File: config.mk
export PLATFORM = sky130hd
export DESIGN_NAME = alarm_trigger
export DESIGN_NICKNAME = d
export VERILOG_FILES = /design/src/rtl/alarm_trigger.sv
export SDC_FILE = /design/constraint.sdc
export NUM_CORES = 1
export LEC_CHECK = 0
export BUFFER_PORTS_ARGS = -buffer_cell sky130_fd_sc_hd__buf_2
export CAP_MARGIN = 10
export CELL_PAD_IN_SITES_DETAIL_PLACEMENT = 1
export CELL_PAD_IN_SITES_GLOBAL_PLACEMENT = 1
export CORE_ASPECT_RATIO = 2
export CORE_MARGIN = 8
export CORE_UTILIZATION = 44
export CTS_CLUSTER_DIAMETER = 80
export DETAILED_ROUTE_END_ITERATION = 8
export MAX_ROUTING_LAYER = met4
export PLACE_DENSITY = 0.89
export SLEW_MARGIN = 15
export SYNTH_ARGS = -nofsm -noshare
export SYNTH_HDL_FRONTEND = slang
export SYNTH_SLANG_ARGS = --single-unit
export TNS_END_PERCENT = 10
File: constraint.sdc
create_clock -name clk -period 4.8 [get_ports clk]
set_input_delay 0.96 -clock clk [delete_from_list [all_inputs] [get_ports clk]]
set_output_delay 0.96 -clock clk [all_outputs]
set_load 0.005 [all_outputs]
File: src/rtl/alarm_trigger.sv
// alarm_trigger: alarm clock trigger FSM with snooze, ring timeout and missed-alarm flag
module alarm_trigger #(
    parameter int SNOOZE_MIN   = 5,
    parameter int RING_TIMEOUT = 60,
    parameter int MAX_SNOOZE   = 3
) (
    input  logic       clk,
    input  logic       reset,
    input  logic       sec_tick,
    input  logic [4:0] cur_hr,
    input  logic [5:0] cur_min,
    input  logic       arm,
    input  logic       set_load,
    input  logic [4:0] set_hr,
    input  logic [5:0] set_min,
    input  logic       snooze,
    input  logic       dismiss,
    output logic       alarm_en,
    output logic [4:0] alarm_hr,
    output logic [5:0] alarm_min,
    output logic       snoozing,
    output logic [1:0] snooze_cnt,
    output logic       missed
);
    localparam logic [6:0] SMIN = 7'(SNOOZE_MIN);
    localparam logic [7:0] TLAST = 8'(RING_TIMEOUT - 1);
    localparam logic [1:0] MAXS = 2'(MAX_SNOOZE);

    typedef enum logic [1:0] {IDLE, RINGING, SNOOZE} state_t;

    state_t     state, nxt;
    logic       match, smatch, match_d, smatch_d;
    logic       load_ok, timeout, go_idle, do_snooze, set_missed;
    logic [7:0] sec_cnt;
    logic [4:0] tgt_hr;
    logic [5:0] tgt_min;
    logic [6:0] sum_min;
    logic       min_wrap;
    logic [4:0] hr_inc;

    assign match    = cur_hr == alarm_hr && cur_min == alarm_min;
    assign smatch   = cur_hr == tgt_hr && cur_min == tgt_min;
    assign load_ok  = set_load && set_hr <= 5'd23 && set_min <= 6'd59;
    assign timeout  = sec_tick && sec_cnt == TLAST;
    assign sum_min  = {1'b0, cur_min} + SMIN;
    assign min_wrap = sum_min >= 7'd60;
    assign hr_inc   = cur_hr == 5'd23 ? 5'd0 : cur_hr + 5'd1;

    // next-state decode; arm low beats dismiss beats snooze beats timeout beats match
    always_comb begin
        nxt        = state;
        go_idle    = 1'b0;
        do_snooze  = 1'b0;
        set_missed = 1'b0;
        if (!arm) begin
            nxt     = IDLE;
            go_idle = 1'b1;
        end else begin
            case (state)
                IDLE: nxt = match && !match_d ? RINGING : IDLE;
                RINGING: begin
                    if (dismiss) begin
                        nxt     = IDLE;
                        go_idle = 1'b1;
                    end else if (snooze && snooze_cnt < MAXS) begin
                        nxt       = SNOOZE;
                        do_snooze = 1'b1;
                    end else if (timeout) begin
                        nxt        = IDLE;
                        go_idle    = 1'b1;
                        set_missed = 1'b1;
                    end
                end
                SNOOZE: begin
                    if (dismiss) begin
                        nxt     = IDLE;
                        go_idle = 1'b1;
                    end else if (smatch && !smatch_d) begin
                        nxt = RINGING;
                    end
                end
                default: nxt = IDLE;
            endcase
        end
    end

    // state register and registered status outputs
    always_ff @(posedge clk) begin
        if (reset) begin
            state      <= IDLE;
            alarm_en   <= 1'b0;
            snoozing   <= 1'b0;
            snooze_cnt <= 2'd0;
            missed     <= 1'b0;
        end else begin
            state      <= nxt;
            alarm_en   <= nxt == RINGING;
            snoozing   <= nxt == SNOOZE;
            snooze_cnt <= go_idle ? 2'd0 : do_snooze ? snooze_cnt + 2'd1 : snooze_cnt;
            missed     <= set_missed ? 1'b1 : (set_load || dismiss) ? 1'b0 : missed;
        end
    end

    // stored alarm time; out-of-range loads are dropped
    always_ff @(posedge clk) begin
        if (reset) begin
            alarm_hr  <= 5'd0;
            alarm_min <= 6'd0;
        end else if (load_ok) begin
            alarm_hr  <= set_hr;
            alarm_min <= set_min;
        end
    end

    // previous match values; reset high so 00:00 at release is not an edge
    always_ff @(posedge clk) begin
        if (reset) begin
            match_d  <= 1'b1;
            smatch_d <= 1'b1;
        end else begin
            match_d  <= match;
            smatch_d <= smatch;
        end
    end

    // snooze target = current time + SNOOZE_MIN with minute and midnight wrap
    always_ff @(posedge clk) begin
        if (reset) begin
            tgt_hr  <= 5'd0;
            tgt_min <= 6'd0;
        end else if (do_snooze) begin
            tgt_hr  <= min_wrap ? hr_inc : cur_hr;
            tgt_min <= min_wrap ? 6'(sum_min - 7'd60) : sum_min[5:0];
        end
    end

    // ringing seconds counter, cleared on every entry to RINGING
    always_ff @(posedge clk) begin
        if (reset) sec_cnt <= 8'd0;
        else if (nxt == RINGING && state != RINGING) sec_cnt <= 8'd0;
        else if (state == RINGING && sec_tick) sec_cnt <= sec_cnt + 8'd1;
    end
endmodule

==> key figures <==
Run status
  – Status: completed

Placement
  – PortBufs: 44
  – GPL Wtd Cong: between 0.8 and 0.9
  – Dpl hpwl: roughly 5200 µm

Worst setup path
  – Critical Path Fanout Max: 9
  – WP data arrival: about 3.3 ns
  – Setup crit start kind: input port
  – Critical path type: input port to flop
  – Crit end category: flop
  – Most used cell, CP: ha_1
  – CP max stage delay: 0.37 ns
  – Worst-path cell chain: buf_2, ha_1, xnor2_1, ha_1, o211ai_1, nand3_1, a32oi_4, nand4b_1, or3_1, a311oi_1
  – WP data required: roughly 5 ns
  – Slowest CP cell: ha_1

Yosys
  – Post-synthesis sequential area ratio: 33.9%
  – Post-Synthesis Cells: 262
  – Top cell type's share of synthesized area: 33.9%
  – Synth Flop Type: dfxtp_1
  – Async SR Flop Fraction: 0%
  – Synth cell types: 49
  – Synthesized area: 0.00231 mm²
  – YS warnings: 0
  – Synth area leader: dfxtp_1
  – Register bit total from synthesis: 39
  – Post-synth EDFFs: 0
  – Mapped Avg Cell Area: 8.80 µm²
  – Ranking of synthesized cells by area: dfxtp_1 34%, mux2i_1 6.5%, xnor2_1 6.5%
  – Mapped Nets: 300

Clocking
  – TritonCTS Buffers: 5
  – # hold bufs at CTS: 0
  – Bufs on Longest Clock Path: 2
  – Clock transition at path regs: ~0.08 ns
  – CTS root buf: clkbuf_8
  – Post-CTS Setup Bufs: 0
  – Clk sinks: 39
  – CTS tree: built
  – Clk_lat worst skew: around 0.31 ns
  – Post-cts resize count: 0
  – CTS H-tree depth: 2

Final layout
  – Most common cell after layout, fill and taps aside: buf_2
  – Most frequent cells in the layout: 44 x buf_2, 39 x dfxtp_1, 31 x nor2_1, 17 x xnor2_1, 16 x nand2_1
  – Antenna cells: 0
  – Layout cells sized above 1: between 20% and 30%
  – Final net count: 335
  – Area grow syn2layout: 14.4%

Drt
  – Max layer used: met4
  – Via count: 2064
  – DR WL met3: 192 µm
  – Drt wl/cell: 18.6 µm
  – DRC Markers: 0
  – Drt via density: 5.80
  – DR WL met2: 3760 µm
  – WL met1: between 2000 and 2500 µm
  – Initial DRC Count: 85
  – Antenna viol nets, final: 0
  – Drt pass-1 iters: 4
  – Total wire length: 6640 µm

Power and ir drop
  – Combinational Power Share: approximately 14%
  – Pleak: approximately 1.1 nW
  – Sw Share: 26.9%
  – Share of power burned in registers: a little under half
  – Pwr dens: 275 mW/mm²
  – Psw: 0.195 mW
  – Clock power frac: 39.6%
  – Overall Power: roughly 0.73 mW
  – Worst VDD drop: around 0.23 mV
  – Internal: roughly 0.53 mW

Timing
  – TNS Setup: 0 ns
  – Final setup fails: 0
  – Fmax: 328 MHz
  – Slew headroom: between 40% and 50%
  – Slew Viols, Final: 0
  – Clock Skews: around 0.0053 ns
  – Crit share post-route: 63.6%
  – Hold Vio Cnt, Final: 0
  – RSZ-0062 raised after global routing: no
  – Tmin final: between 3 and 4 ns
  – Slew @ Worst Pin: 0.857 ns

Floorplanning
  – Core area: between 0.005 and 0.006 mm²
  – Io pins: 45
  – Die Y: 118 µm
  – Die area: a little under 0.008 mm²
  – Starting Density: ~45%
  – # rows: 37
  – Chip Width: around 67 µm

GRT
  – Number of global-route vias before repair: around 2300
  – Global Route Usage Sum: 17.8%
  – Overflow after GRT: 0
  – Global-route wire length before repair: 10700 µm
  – Largest net degree at the start of global routing: 39
  – Initial antenna violation count: 0

Worst hold path
  – Min-Delay Path Class: flop to flop

Run
  – Number of max-cap violations: 0
## logic make-up after synthesis
logic type,synth area share [%]
AOI/OAI and AO/OA,16.0
xor gates and xnor gates,12.2
adders and majority gates,5.32
buffers and inverters,4.99
DFF,33.9
muxes,6.51
and+or+nand+nor,21.2
## layout make-up
class                           count  area (µm²)
Fill cell                         627        2450
Multi-Input combinational cell    199        1420
Sequential cell                    39         781
Timing Repair Buffer               45         228
Tap cell                           58        72.6
Clock buffer                        5        68.8
Clock inverter                      3        47.5
Inverter                            7        26.3
## Yosys cell counts (all sizes together), types with 3 or more instances
cell	count
nor2	31
o211ai	3
nor3	7
clkbuf	9
mux2i	15
inv	7
buf	8
nand3b	3
xor2	15
nand3	9
nor4	3
nand2	16
o21ai	6
ha	9
xnor2	17
nor2b	3
a311oi	3
dfxtp	39
nand4b	3
a21oi	6
a31oi	3
nand2b	4
a211oi	13
## power groups by stage
stage / clock [mW] / combinational (mW) / sequential [mW]
detailed placement: 0 / 0.102 / 0.344
global route: 0.308 / 0.111 / 0.338
global placement: 0 / 0.0972 / 0.344
finish: 0.287 / 0.101 / 0.337
CTS: 0.295 / 0.103 / 0.337
floorplan: 0 / 0.0662 / 0.343
## critical path: cells and delay by family
| family | cells | cell delay [ns] |
|---|---|---|
| xor gates and xnor gates | 1 | 0.21 |
| buffers and inverters | 1 | 0.19 |
| adders and majority gates | 2 | 0.67 |
| and+or+nand+nor | 3 | 0.77 |
| AOI/OAI and AO/OA | 3 | 0.46 |
## sequential cells by signal, indices dropped and copies added, names as in the netlist
register,count
tgt_min,6
state,2
snooze_cnt,2
snoozing,1
alarm_en,1
tgt_hr,5
alarm_min,6
smatch_d,1
alarm_hr,5
missed,1
sec_cnt,8
match_d,1
## path summary, 6_finish.rpt
check,cells after the start,startpoint,slack (ns),to
worst min register to register,2,tgt_min[4]$_SDFFE_PP0P_,0.49,tgt_min[4]$_SDFFE_PP0P_
worst max register to register,6,alarm_hr[3]$_SDFFE_PP0P_,2.30,sec_cnt[3]$_SDFFE_PP0P_
worst min-delay path,2,tgt_min[4]$_SDFFE_PP0P_,0.49,tgt_min[4]$_SDFFE_PP0P_
worst max-delay path,10,cur_min[0],1.75,tgt_hr[3]$_SDFFE_PP0P_
## metal layers
metal / vias up / global-route usage, %
met3: 24 / 3.03
met1: 991 / 15.4
met5: - / -
li1: 996 / -
met2: 53 / 32.3
met4: 0 / 12.0
## per-stage QoR
step	hold slack (ns)	worst slack [ns]	utilization, %	cell area [µm²]	std cells
after floorplan	0.462	1.87	-	2310	262
after global placement	0.478	1.47	49.5	2520	348
after detailed placement	0.478	1.41	49.5	2520	348
after CTS	0.491	1.72	51.8	2640	356
after global routing	0.514	1.54	51.8	2640	356
final	0.490	1.75	51.8	2640	356
(Power assumes the default switching activity.)
